===== config.mk =====
export PLATFORM = sky130hd
export DESIGN_NAME = storage_job_scheduler
export DESIGN_NICKNAME = d
export VERILOG_FILES = /design/src/rtl/storage_job_scheduler.sv
export SDC_FILE = /design/constraint.sdc
export NUM_CORES = 1
export LEC_CHECK = 0
export ABC_AREA = 1
export BUFFER_PORTS_ARGS = -buffer_cell sky130_fd_sc_hd__buf_2
export CELL_PAD_IN_SITES_DETAIL_PLACEMENT = 1
export CELL_PAD_IN_SITES_GLOBAL_PLACEMENT = 1
export CORE_AREA = 10 10 132 98
export DETAILED_ROUTE_END_ITERATION = 7
export DIE_AREA = 0 0 142 108
export PLACE_DENSITY_LB_ADDON = 0.05
export SETUP_SLACK_MARGIN = 0.3
export SLEW_MARGIN = 20
export SYNTH_ARGS = -nofsm -noshare
export SYNTH_HDL_FRONTEND = slang
export SYNTH_SLANG_ARGS = --single-unit

===== constraint.sdc =====
create_clock -name clk -period 2.7 [get_ports clk]
set_clock_uncertainty 0.1 [all_clocks]
set_input_delay 0.405 -clock clk [delete_from_list [all_inputs] [get_ports clk]]
set_output_delay 0.405 -clock clk [all_outputs]
set_load 0.01 [all_outputs]

===== src/rtl/storage_job_scheduler.sv =====
// Round-robin job queue and dispatch FSM between the location decoders and the motion sequencer.
// Optional macro SCHED_OCCUPANCY_CHECK_EN builds the slot occupancy map and its store/fetch checks.
module storage_job_scheduler #(
  parameter int DEPTH       = 4,
  parameter int TIMEOUT_CYC = 50_000_000
) (
  input  logic                     clk,
  input  logic                     rst_n,
  input  logic [2:0]               req_valid,
  input  logic [14:0]              req_addr,
  input  logic [2:0]               req_op,
  output logic [2:0]               req_ready,
  output logic                     job_start,
  output logic [4:0]               job_addr,
  output logic                     job_op,
  input  logic                     job_done,
  input  logic                     alarm_clr,
  output logic                     busy,
  output logic                     alarm,
  output logic                     err,
  output logic [1:0]               err_code,
  output logic [$clog2(DEPTH):0]   fifo_count,
  output logic [15:0]              occupancy
);
  localparam int AW = $clog2(DEPTH);
  localparam int CW = AW + 1;
  localparam logic [25:0] TMO = 26'(TIMEOUT_CYC);

  typedef enum logic [1:0] {IDLE, CHECK, WAIT_DONE, ALARM} state_t;
  typedef struct packed {
    logic [4:0] addr;
    logic       op;
  } job_t;

  state_t          state_q, state_d;
  job_t            mem_q [DEPTH];
  job_t            cur_q, cur_d, push_job;
  logic [AW-1:0]   wr_q, wr_d, rd_q, rd_d;
  logic [CW-1:0]   cnt_q, cnt_d;
  logic [1:0]      rr_q, rr_d, s0, s1, s2, gsel;
  logic [25:0]     tmo_q, tmo_d;
  logic [4:0]      job_addr_q, job_addr_d;
  logic [1:0]      err_code_q, err_code_d;
  logic            job_start_q, job_start_d, job_op_q, job_op_d;
  logic            busy_q, busy_d, alarm_q, alarm_d, err_q, err_d;
  logic            push, pop, full, gok;
`ifdef SCHED_OCCUPANCY_CHECK_EN
  logic [15:0]     occ_q, occ_d;
  logic [3:0]      slot;
  assign slot = 4'(cur_q.addr - 5'd1);
`endif

  function automatic logic [1:0] nxt(input logic [1:0] i);
    return (i == 2'd2) ? 2'd0 : i + 2'd1;
  endfunction

  // Grant scans the sources starting just after the last accepted one.
  always_comb begin
    full = (cnt_q == CW'(DEPTH));
    s0   = nxt(rr_q);
    s1   = nxt(s0);
    s2   = nxt(s1);
    gsel = rr_q;
    gok  = 1'b0;
    if (req_valid[s0]) begin
      gsel = s0; gok = 1'b1;
    end else if (req_valid[s1]) begin
      gsel = s1; gok = 1'b1;
    end else if (req_valid[s2]) begin
      gsel = s2; gok = 1'b1;
    end
    if (full) gok = 1'b0;
    req_ready     = gok ? (3'b001 << gsel) : 3'b000;
    push          = gok;
    rr_d          = gok ? gsel : rr_q;
    push_job.addr = req_addr[5*gsel +: 5];
    push_job.op   = req_op[gsel];
  end

  always_comb begin
    state_d     = state_q;
    cur_d       = cur_q;
    tmo_d       = tmo_q;
    rd_d        = rd_q;
    pop         = 1'b0;
    job_start_d = 1'b0;
    err_d       = 1'b0;
    err_code_d  = err_code_q;
    job_addr_d  = job_addr_q;
    job_op_d    = job_op_q;
`ifdef SCHED_OCCUPANCY_CHECK_EN
    occ_d       = occ_q;
`endif
    case (state_q)
      IDLE: if (cnt_q != '0) begin
        pop     = 1'b1;
        cur_d   = mem_q[rd_q];
        rd_d    = rd_q + 1'b1;
        state_d = CHECK;
      end
      CHECK: begin
        if (cur_q.addr == 5'd0 || cur_q.addr > 5'd16) begin
          err_d = 1'b1; err_code_d = 2'd1; state_d = IDLE;
        end
`ifdef SCHED_OCCUPANCY_CHECK_EN
        else if (!cur_q.op && occ_q[slot]) begin
          err_d = 1'b1; err_code_d = 2'd2; state_d = IDLE;
        end else if (cur_q.op && !occ_q[slot]) begin
          err_d = 1'b1; err_code_d = 2'd3; state_d = IDLE;
        end
`endif
        else begin
          job_start_d = 1'b1;
          job_addr_d  = cur_q.addr;
          job_op_d    = cur_q.op;
          tmo_d       = '0;
          state_d     = WAIT_DONE;
        end
      end
      WAIT_DONE: begin
        if (tmo_q != '1) tmo_d = tmo_q + 1'b1;
        // Completion wins over a timeout landing on the same edge.
        if (job_done) begin
`ifdef SCHED_OCCUPANCY_CHECK_EN
          occ_d[slot] = !cur_q.op;
`endif
          state_d = IDLE;
        end else if (tmo_d >= TMO) begin
          state_d = ALARM;
        end
      end
      ALARM: if (alarm_clr) state_d = IDLE;
      default: state_d = IDLE;
    endcase
    busy_d  = (state_d == CHECK) || (state_d == WAIT_DONE);
    alarm_d = (state_d == ALARM);
    wr_d    = push ? wr_q + 1'b1 : wr_q;
    cnt_d   = cnt_q + CW'(push) - CW'(pop);
  end

  always_ff @(posedge clk) begin
    if (push) mem_q[wr_q] <= push_job;
  end

  always_ff @(posedge clk or negedge rst_n) begin
    if (!rst_n) begin
      state_q     <= IDLE;
      cur_q       <= '0;
      wr_q        <= '0;
      rd_q        <= '0;
      cnt_q       <= '0;
      rr_q        <= 2'd2;
      tmo_q       <= '0;
      job_start_q <= 1'b0;
      job_addr_q  <= '0;
      job_op_q    <= 1'b0;
      busy_q      <= 1'b0;
      alarm_q     <= 1'b0;
      err_q       <= 1'b0;
      err_code_q  <= '0;
`ifdef SCHED_OCCUPANCY_CHECK_EN
      occ_q       <= '0;
`endif
    end else begin
      state_q     <= state_d;
      cur_q       <= cur_d;
      wr_q        <= wr_d;
      rd_q        <= rd_d;
      cnt_q       <= cnt_d;
      rr_q        <= rr_d;
      tmo_q       <= tmo_d;
      job_start_q <= job_start_d;
      job_addr_q  <= job_addr_d;
      job_op_q    <= job_op_d;
      busy_q      <= busy_d;
      alarm_q     <= alarm_d;
      err_q       <= err_d;
      err_code_q  <= err_code_d;
`ifdef SCHED_OCCUPANCY_CHECK_EN
      occ_q       <= occ_d;
`endif
    end
  end

  assign job_start  = job_start_q;
  assign job_addr   = job_addr_q;
  assign job_op     = job_op_q;
  assign busy       = busy_q;
  assign alarm      = alarm_q;
  assign err        = err_q;
  assign err_code   = err_code_q;
  assign fifo_count = cnt_q;
`ifdef SCHED_OCCUPANCY_CHECK_EN
  assign occupancy  = occ_q;
`else
  assign occupancy  = '0;
`endif
endmodule


==> qor.txt, run 1 <==
1st-iter DRT viols - 198
Startpoint Class - flop
Post-Syn Area - 4380 um2
IO buf count - 41
Mapped Cells - 536
Root Driver - clkbuf_16
first-pass GRT wire length - 21.6 mm
reported max-cap violation count - 0
RSZ-0062 raised after global routing - yes
DP Worst Slack - 0.107 ns
Crit Path Class - flop to flop
area of the multi-input gates - 2090 um2
GRT Total Usage - 17.8%
Final Max Slew Viols - 0
CTS tree - done
Hold Crit Class - input pin to async pin
CTS Sinks - 78
Setup TNS - 0 ns
mux share of post-synthesis cell area - 0.229%
layout cells sized above 1 - 23.6%
vias in the first global route - 3982
P_leak - 2.35 nW
I/O Pins - 59
CP Capture Type - flop
area grow syn2layout - 20.0%
pin count of the biggest net entering global routing - 55
placed instance area - 4740 um2
CTS Buf Count - 9
synthesis-stage register bit count - 78
Initial Util - 41.4%
ant diodes - 0
Skew-Pair Late Insertion Delay - 0.33 ns
Placer Congestion - 0.975
count of cell types in the netlist - 42
GRT overflow - 0
post-synthesis compound-gate area fraction - 9.35%
DP HPWL - 9.94 mm
fin worst setup slack - 0.266 ns
largest family of logic cells by synthesized area - simple AND/OR/NAND/NOR gates
fraction of registers with async set/reset - 69.2%
Clock transition at path regs - 0.06 ns
Synth Area in Adders - 2.75%
max frequency - 411 MHz
final setup fails - 0
worst-path maximum fanout - 15
Clock Tree Buf Depth - 2
min Tclk post-route - 2.43 ns
drt wl/cell - 17.8 um
die height - 108 um
slew of the pin with the lowest slew margin - 0.726 ns
final hold vios - 0
hold slack - 0.100 ns
Detail Route Antenna Nets - 0
initial antenna violation count - 0
Post-Route WL - 13.3 mm
commonest non-fill, non-tap cell in the layout - nand2_1
Simple-Gate Fraction of Synth Area - 28.8%
dominant synthesized flop cell - dfrtp_1
htree depth - 3
fin crit share - 90.2%
xor/xnor cell area share of the yosys netlist - 2.37%
iteration count of the initial detailed-routing pass - 4
FF-to-FF setup slack - 0.27 ns
DP Cell Count - 715
cell row count - 32
fillers - 1313
Die X-Extent - 142 um
via count - 3810
fin util - 49.7%
number of synthesized flops with an enable pin - 24
Finished Layout Cells - 743
Core ar. - 10600 um2
PD cells - 1000 nW/um2
sequential area share after synthesis - 47.4%
vias per cell - 5.13
hold buffer count at cts - 0
status - completed
DRC errors left - 0
Power Total - 5.26 mW
maximum VDD drop - 477 uV
yosys warns - 0
Seq. cell area - 2080 um2
Nets - 637
synthesized area per cell - 8.16 um2
Worst slew margin - 51.6%
total die area - 15300 um2
Final Cell Area - 5250 um2
arrival time of the worst setup path - 2.55 ns
commonest cells after routing, fill and taps aside - 117 x nand2_1, 55 x inv_1, 54 x nor2_1
Crit path required time - 2.82 ns
==> layout make-up <==
class	count	area share [%]
clock buffers	13	5.17
clock inverters	2	0.262
inverters	59	4.26
multi-input cells	388	39.9
flip-flops and latches	78	39.6
well taps	136	3.24
repair buffers	67	7.62
==> worst max-delay path, cell delays in order (launching register included) <==
cell and delay [ns]:
dfrtp_1 0.46, nand2_1 0.18, nor2_4 0.20, nand2_4 0.09, nor2_4 0.20, nand2_8 0.14, nand2_1 0.13, nand3_1 0.08
nor2_1 0.13, nand3_1 0.10, nand3_1 0.11, nand3_1 0.07, nand2_1 0.09, ha_1 0.23
==> per-layer routing <==
layer	track usage [%]	part of all wire, %	routed length (um)	up-vias
li1	-	-	-	1854
met1	26.2	51	6720	1852
met2	24.5	41	5460	100
met3	5.83	7.8	1040	4
met4	3.93	0.31	41	0
met5	0	0	0	-
==> state kept, by name (all words and copies together) (netlist names) <==
register / flops
job_addr: 5
tmo_q: 26
rr_q: 2
state_q: 2
job_start: 1
fifo_count: 3
err: 1
alarm: 1
job_op: 1
wr_q: 2
err_code: 1
cur_q: 6
busy: 1
mem_q: 24
rd_q: 2
==> where the power goes <==
group | switching, mW | leakage (nW) | internal [mW] | total (mW)
sequential | 0.238 | 0.920 | 1.76 | 2.00
combinational | 1.35 | 1.29 | 0.742 | 2.09
clock | 0.469 | 0.141 | 0.701 | 1.17
==> path summary, 6_finish.rpt <==
path                             start          end  cells past startpoint
max in group asynchronous        rst_n     tmo_q[0]                      2
max                           tmo_q[7]         busy                     13
min                              rst_n  job_addr[0]                      2
min in group clk              job_done   state_q[0]                      4
max reg2reg                   tmo_q[7]         busy                     13
min reg2reg                err_code[0]  err_code[0]                      1
==> synth_stat cells, drive strengths merged (2+ instances only) <==
library cell    n  area (um2)
xor2            9        86.3
inv            59         221
a21oi           8        40.0
ha              8         100
o211ai          2        15.0
edfxtp         24         721
clkbuf          8        30.0
nor3b           2        25.0
nand4          10        62.6
o21ai          46         234
nor2           73         319
nand2         135         557
dfrtp          53        1330
o21bai          2        15.0
nor3            9        50.1
xnor2           2        17.5
nand3          43         220
or3             2        12.5
buf            19         144
o22ai          12        75.1
==> cells by family after synthesis <==
family,count (synthesis)
AND/OR/NAND/NOR,276
buffers and inverters,86
flip-flops,78
AO/OA/AOI/OAI,74
XOR/XNOR,11
adder cells (fa/ha/maj),9
other,1
multiplexers,1
==> what timing repair did <==
| action | in CTS | in global routing |
|---|---|---|
| hold endpoints to repair | 0 | 0 |
| endpoints found under the setup margin | 5 | 30 |
| setup buffers | 6 | 7 |
| pin swaps | 5 | 12 |
| gates resized for setup | 21 | 20 |
Power figures use the tool's default switching activity.
==> run 2, diff against run 1 <==
- CELL_PAD_IN_SITES_GLOBAL_PLACEMENT: 1 -> 2
- CORE_AREA: 10 10 132 98 -> 10 10 147 108
- DIE_AREA: 0 0 142 108 -> 0 0 157 118
==> run 2 against run 1 <==
  * Die area rose by 21%
  * Total power rose by 5.3%
  * Sequential cell count did not move
  * Sequential power barely moved
  * Core utilization fell by 5.9 points
  * Critical path depth fell by 2
  * Non-clock buffer count rose by 29
  * Clock power rose by 9%
  * Critical endpoint is now req_ready[0]
  * Largest power group unchanged
==> qor.txt, run 2 (synthesis gave the netlist of run 1 again) <==
buffers and inverters on the worst path - 3 (+3)
DP HPWL - 10.6 mm (+7.0%)
Final Max Slew Viols - 0 (unchanged)
CP Capture Type - output port
final setup fails - 0 (unchanged)
Finished Layout Cells - 804 (+8.2%)
Nets - 667 (+4.7%)
Setup TNS - 0 ns (unchanged)
Final Cell Area - 5700 um2 (+8.5%)
htree depth - 3 (unchanged)
placed instance area - 4820 um2 (+1.7%)
Startpoint Class - flop
Clock transition at path regs - 0.07 ns (about the same)
GR Util met2 - 21.4% (-3.1 points)
fin crit share - 93.1% (+3.0 points)
commonest non-fill, non-tap cell in the layout - nand2_1
global route hottest layer - met1
GRT overflow - 0 (unchanged)
Clock Tree Buf Depth - 2 (unchanged)
Hold Crit Class - input pin to async pin
max frequency - 398 MHz (-3.2%)
vias in the first global route - 4127 (+3.6%)
P_leak - 2.58 nW (+10%)
worst-path maximum fanout - 4 (-11)
slew of the pin with the lowest slew margin - 0.702 ns (-0.0238 ns)
Die X-Extent - 157 um (+11%)
total die area - 18500 um2 (+21%)
Largest regs - tmo_q: 26 flops, mem_q: 24 flops, cur_q: 6 flops
iteration count of the initial detailed-routing pass - 5 (+1)
worst-path cell chain - nor2_2 > nand2_1 > o21ai_1 > inv_1 > nand2_2 > o211ai_1 > nand2_2 > inv_4 > nand2_2 > nor2_2 > buf_2
Placer Congestion - 0.838 (-14%)
critical path's slowest cell - dfstp_2
Initial Util - 33.6% (-7.8 points)
Skew-Pair Late Insertion Delay - 0.34 ns (about the same)
area grow syn2layout - 30.2%
CTS Buf Count - 9 (unchanged)
GRT Total Usage - 16.0% (-1.8 points)
Crit path max-delay family - flip-flops
area of the multi-input gates - 2220 um2 (+6.0%)
layout cells sized above 1 - 32.1% (+8.6 points)
maximum VDD drop - 530 uV (+11%)
commonest cells after routing, fill and taps aside - 107 x nand2_1, 55 x inv_1, 52 x buf_4
hold buffer count at cts - 0 (unchanged)
die height - 118 um (+9.3%)
initial antenna violation count - 0 (unchanged)
first-pass GRT wire length - 23.2 mm (+7.5%)
cell row count - 35 (+9.4%)
met1 usage - 24.2% (-2.0 points)
pin count of the biggest net entering global routing - 30 (-45%)
via count - 3956 (+3.8%)
fillers - 1573 (+20%)
DP Cell Count - 749 (+4.8%)
met3 usage - 4.53% (-1.3 points)
Most common cell on crit path - nand2_2
RSZ-0062 raised after global routing - yes
Root Driver - clkbuf_16
reported max-cap violation count - 0 (unchanged)
I/O Pins - 59 (unchanged)
Crit Path Class - flop to output port
final hold vios - 0 (unchanged)
CTS Sinks - 78 (unchanged)
arrival time of the worst setup path - 2.01 ns (-0.54 ns)
ant diodes - 0 (unchanged)
min Tclk post-route - 2.51 ns (+0.0799 ns)
drt wl/cell - 18.2 um (+1.9%)
Crit path required time - 2.19 ns (-0.63 ns)
max incr delay on CP - 0.57 ns (+0.11 ns)
DRC errors left - 0 (unchanged)
CTS tree - done
status - completed
Worst slew margin - 53.2% (+1.6 points)
Seq. cell area - 2090 um2 (+0.36%)
max reg flops - 26 (unchanged)
Reg with most FFs - tmo_q
Detail Route Antenna Nets - 0 (unchanged)
Core ar. - 13000 um2 (+23%)
vias per cell - 4.92 (-4.0%)
PD cells - 973 nW/um2 (-2.9%)
1st-iter DRT viols - 208 (+5.1%)
Post-Route WL - 14.6 mm (+10%)
IO buf count - 41 (unchanged)
Power Total - 5.54 mW (+5.3%)
[run 2: timing repair]
| action | in CTS | in global routing |
|---|---|---|
| gates resized for setup | 39 | 43 |
| buffers inserted | 23 | 15 |
| setup endpoints to repair | 5 | 32 |
| gates cloned | 1 | 0 |
| pin swaps | 19 | 26 |
[run 2: metal layers]
metal  share of wire (%)  wire (um)
met5                   0          0
met4                0.57         84
met3                 7.0       1020
met2                  41       5950
met1                  52       7570
[run 2: final cells by class]
| class | count | share of cell area, % |
|---|---|---|
| Multi-Input combinational cell | 389 | 39.0 |
| Sequential cell | 78 | 36.6 |
| Timing Repair Buffer | 96 | 11.2 |
| Clock buffer | 11 | 4.44 |
| Inverter | 59 | 3.98 |
| Tap cell | 166 | 3.65 |
| Clock inverter | 5 | 1.14 |
[run 2: report_power, final]
group / total, mW / switching (mW) / internal, mW
sequential: 2.02 / 0.259 / 1.76
clock: 1.28 / 0.505 / 0.775
combinational: 2.24 / 1.45 / 0.797
total: 5.54 / 2.21 / 3.33
[run 2: per-stage QoR]
stage / hold slack, ns / setup slack (ns) / utilization [%]
after floorplan: 0.00941 / 0.402 / -
after global placement: 0.348 / 0.134 / 37.1
after detailed placement: 0.353 / 0.103 / 37.1
after CTS: 0.0241 / 0.225 / 41.8
after global routing: 0.0513 / 0.0703 / 43.8
final: 0.00904 / 0.186 / 43.8
[run 2: path summary, 6_finish.rpt]
path                                      to  slack, ns  depth (start not counted)        start
worst max-delay path            req_ready[0]       0.19                         11      rr_q[1]
worst min-delay path               job_start      0.009                          1        rst_n
worst max register to register          busy       0.27                         15     tmo_q[0]
worst min register to register   err_code[0]       0.36                          1  err_code[0]
max in group asynchronous            rr_q[1]       1.80                          2        rst_n
min in group clk                 err_code[0]       0.36                          1  err_code[0]
==> run 3, diff against run 2 <==
- ABC_AREA: 1 -> default
==> run 3 against run 2 <==
  * Final cell count is 18% lower
  * Maximum frequency grew 3.2%
  * Sequential share of layout area grew 2.5 points
  * Combinational power down 16%
  * First-iteration DRC count shrank 12%
  * Critical path depth fell by 3
  * Non-clock buffer count increased by 5
  * Clock power grew 4%
  * Sequential cell count unchanged
  * Via count down 17%
  * Final area fell by 6.6%
  * Critical path type is now flop to flop
  * Largest cell class is now sequential cells
  * Largest power group is now sequential cells
==> qor.txt, run 3 <==
status - completed
CP Capture Type - flop
final setup fails - 0 (unchanged)
synth top area cells - dfrtp_1 32%, edfxtp_1 17%, nand2_1 4.6%
1st-iter DRT viols - 183 (-12%)
die height - 118 um (unchanged)
Crit Path Class - flop to flop
total die area - 18500 um2 (unchanged)
Final Max Slew Viols - 0 (unchanged)
commonest cells after routing, fill and taps aside - 55 x buf_4, 49 x nand2_1, 48 x dfrtp_1
Clock Tree Buf Depth - 2 (unchanged)
Reg with most FFs - tmo_q
Worst slew margin - 59.4% (+6.3 points)
GRT overflow - 0 (unchanged)
Core ar. - 13000 um2 (unchanged)
top cells by count, synth - 53 x dfrtp_1, 51 x nand2_1, 24 x edfxtp_1
slew of the pin with the lowest slew margin - 0.602 ns (-0.100 ns)
Skew-Pair Late Insertion Delay - 0.35 ns (about the same)
via count - 3295 (-17%)
sequential area share after synthesis - 50.3% (+2.9 points)
DRC errors left - 0 (unchanged)
yosys warns - 0 (unchanged)
worst-path maximum fanout - 4 (unchanged)
placed instance area - 4700 um2 (-2.5%)
vias per cell - 5.02 (+2.1%)
reported max-cap violation count - 0 (unchanged)
Clock transition at path regs - 0.07 ns (about the same)
first-pass GRT wire length - 19.0 mm (-18%)
commonest non-fill, non-tap cell in the layout - buf_4
Final Cell Area - 5320 um2 (-6.6%)
initial antenna violation count - 0 (unchanged)
vias in the first global route - 3376 (-18%)
DP HPWL - 8.66 mm (-19%)
global route hottest layer - met1
post-synth top area cell - dfrtp_1
Detail Route Antenna Nets - 0 (unchanged)
Initial Util - 31.7% (-1.9 points)
layout cells sized above 1 - 33.7% (+1.5 points)
fin crit share - 90.3% (-2.8 points)
dominant synthesized flop cell - dfrtp_1
Largest regs - tmo_q: 26 flops, mem_q: 24 flops, cur_q: 6 flops
cell with the most instances after synthesis - dfrtp_1
Setup TNS - 0 ns (unchanged)
Post-Route WL - 12.1 mm (-17%)
I/O Pins - 59 (unchanged)
Die X-Extent - 157 um (unchanged)
ant diodes - 0 (unchanged)
CTS tree - done
number of synthesized flops with an enable pin - 24 (unchanged)
GR Util met2 - 17.1% (-4.3 points)
maximum VDD drop - 433 uV (-18%)
final hold vios - 0 (unchanged)
Post-Syn Area - 4120 um2 (-5.7%)
synthesis-stage register bit count - 78 (unchanged)
IO buf count - 41 (unchanged)
met1 usage - 19.7% (-4.5 points)
Hold Crit Class - input pin to flop
iteration count of the initial detailed-routing pass - 4 (-1)
met3 usage - 4.49% (-0.037 points)
RSZ-0062 raised after global routing - yes
count of cell types in the netlist - 59 (+40%)
CTS Buf Count - 9 (unchanged)
PD cells - 968 nW/um2 (-0.58%)
CTS Sinks - 78 (unchanged)
max frequency - 410 MHz (+3.2%)
Yosys top cell area share - 32.2% (+1.8 points)
max reg flops - 26 (unchanged)
arrival time of the worst setup path - 2.57 ns (+0.56 ns)
Nets - 519 (-22%)
Root Driver - clkbuf_16
fraction of registers with async set/reset - 69.2% (unchanged)
cell row count - 35 (unchanged)
hold slack - 0.310 ns (+0.301 ns)
Placer Congestion - 0.806 (-3.8%)
P_leak - 2.40 nW (-6.9%)
Crit path required time - 2.84 ns (+0.65 ns)
synthesized area per cell - 10.6 um2 (+30%)
area grow syn2layout - 29.0%
GRT Total Usage - 13.0% (-2.9 points)
Startpoint Class - flop
htree depth - 3 (unchanged)
drt wl/cell - 18.4 um (+1.4%)
min Tclk post-route - 2.44 ns (-0.0769 ns)
Mapped Cells - 390 (-27%)
fillers - 1467 (-6.7%)
pin count of the biggest net entering global routing - 55 (+83%)
## run 3: cell types whose count changed in the layout (fill, tap and decap cells not counted), sizes merged, moves of 8 or more
cell,previous run,this run
nand2,136,51
nor2,73,21
nand3,43,20
and3,0,9
inv,60,15
mux2i,1,11
xor2,9,1
o22ai,12,0
o21ai,46,23
xnor2,2,11
a21oi,8,18
## run 3: critical path, stage by stage, from the launching register on
cell,delay (ns)
dfrtp_1,0.43
nand4_1,0.23
or3_4,0.49
nand4_1,0.11
o21ai_1,0.08
a211o_1,0.32
o41ai_2,0.06
a41o_1,0.24
ha_2,0.27
## run 3: logic make-up (layout without fill, tap and decap cells)
family | after synthesis | after routing | synth area share [%]
AOI/OAI and AO/OA | 69 | 69 | 10.6
xor gates and xnor gates | 12 | 12 | 2.55
adders and majority gates | 9 | 9 | 2.91
buffers and inverters | 45 | 129 | 6.19
DFF | 78 | 78 | 50.3
muxes | 24 | 24 | 7.86
other | 1 | 17 | 0.0909
and+or+nand+nor | 152 | 152 | 19.5
## run 3: area by class of cell
class	instances	area [um2]	share of cell area (%)
tap	166	208	3.90
timing repair buffer	101	699	13.1
clock inverter	6	73.8	1.39
sequential	78	2080	39.1
inverter	12	47.5	0.894
clock buffer	10	250	4.70
multi-input combinational	283	1960	36.9
## run 3: metal layers
metal	vias to the layer above	share of wire [%]
li1	1577	-
met1	1634	53
met2	75	40
met3	9	5.8
met4	0	0.67
met5	-	0
## run 3: report_power, final
group	internal [mW]	switching (mW)	leakage, nW
sequential	1.69	0.238	0.915
clock	0.786	0.541	0.161
combinational	0.865	1.03	1.33
total	3.34	1.81	2.40
## run 3: through the flow
step | utilization, % | total power [mW] | setup slack, ns | instances
finish | 40.9 | 5.15 | 0.263 | 656
global route | 40.9 | 5.50 | 0.127 | 656
CTS | 39.9 | 5.16 | 0.287 | 644
detailed placement | 36.1 | 3.71 | 0.0693 | 618
global placement | 36.1 | 3.66 | 0.155 | 618
floorplan | - | 2.98 | 0.246 | 406
## run 3: what timing repair did
| item | in CTS | in global routing |
|---|---|---|
| resized for setup | 20 | 12 |
| pin swaps | 11 | 6 |
| hold buffers | 1 | 0 |
| buffers inserted | 9 | 12 |
| setup endpoints to repair | 5 | 12 |
| endpoints found under the hold margin | 53 | 0 |
## run 3: path summary, 6_finish.rpt
check,start,to,slack (ns),cells past startpoint
worst max register to register,tmo_q[22],busy,0.26,8
min in group asynchronous,rst_n,fifo_count[0],0.49,3
worst min-delay path,alarm_clr,state_q[1],0.31,4
max in group asynchronous,rst_n,rr_q[1],1.72,3
worst max-delay path,tmo_q[22],busy,0.26,8
worst min register to register,err_code[0],err_code[0],0.36,1
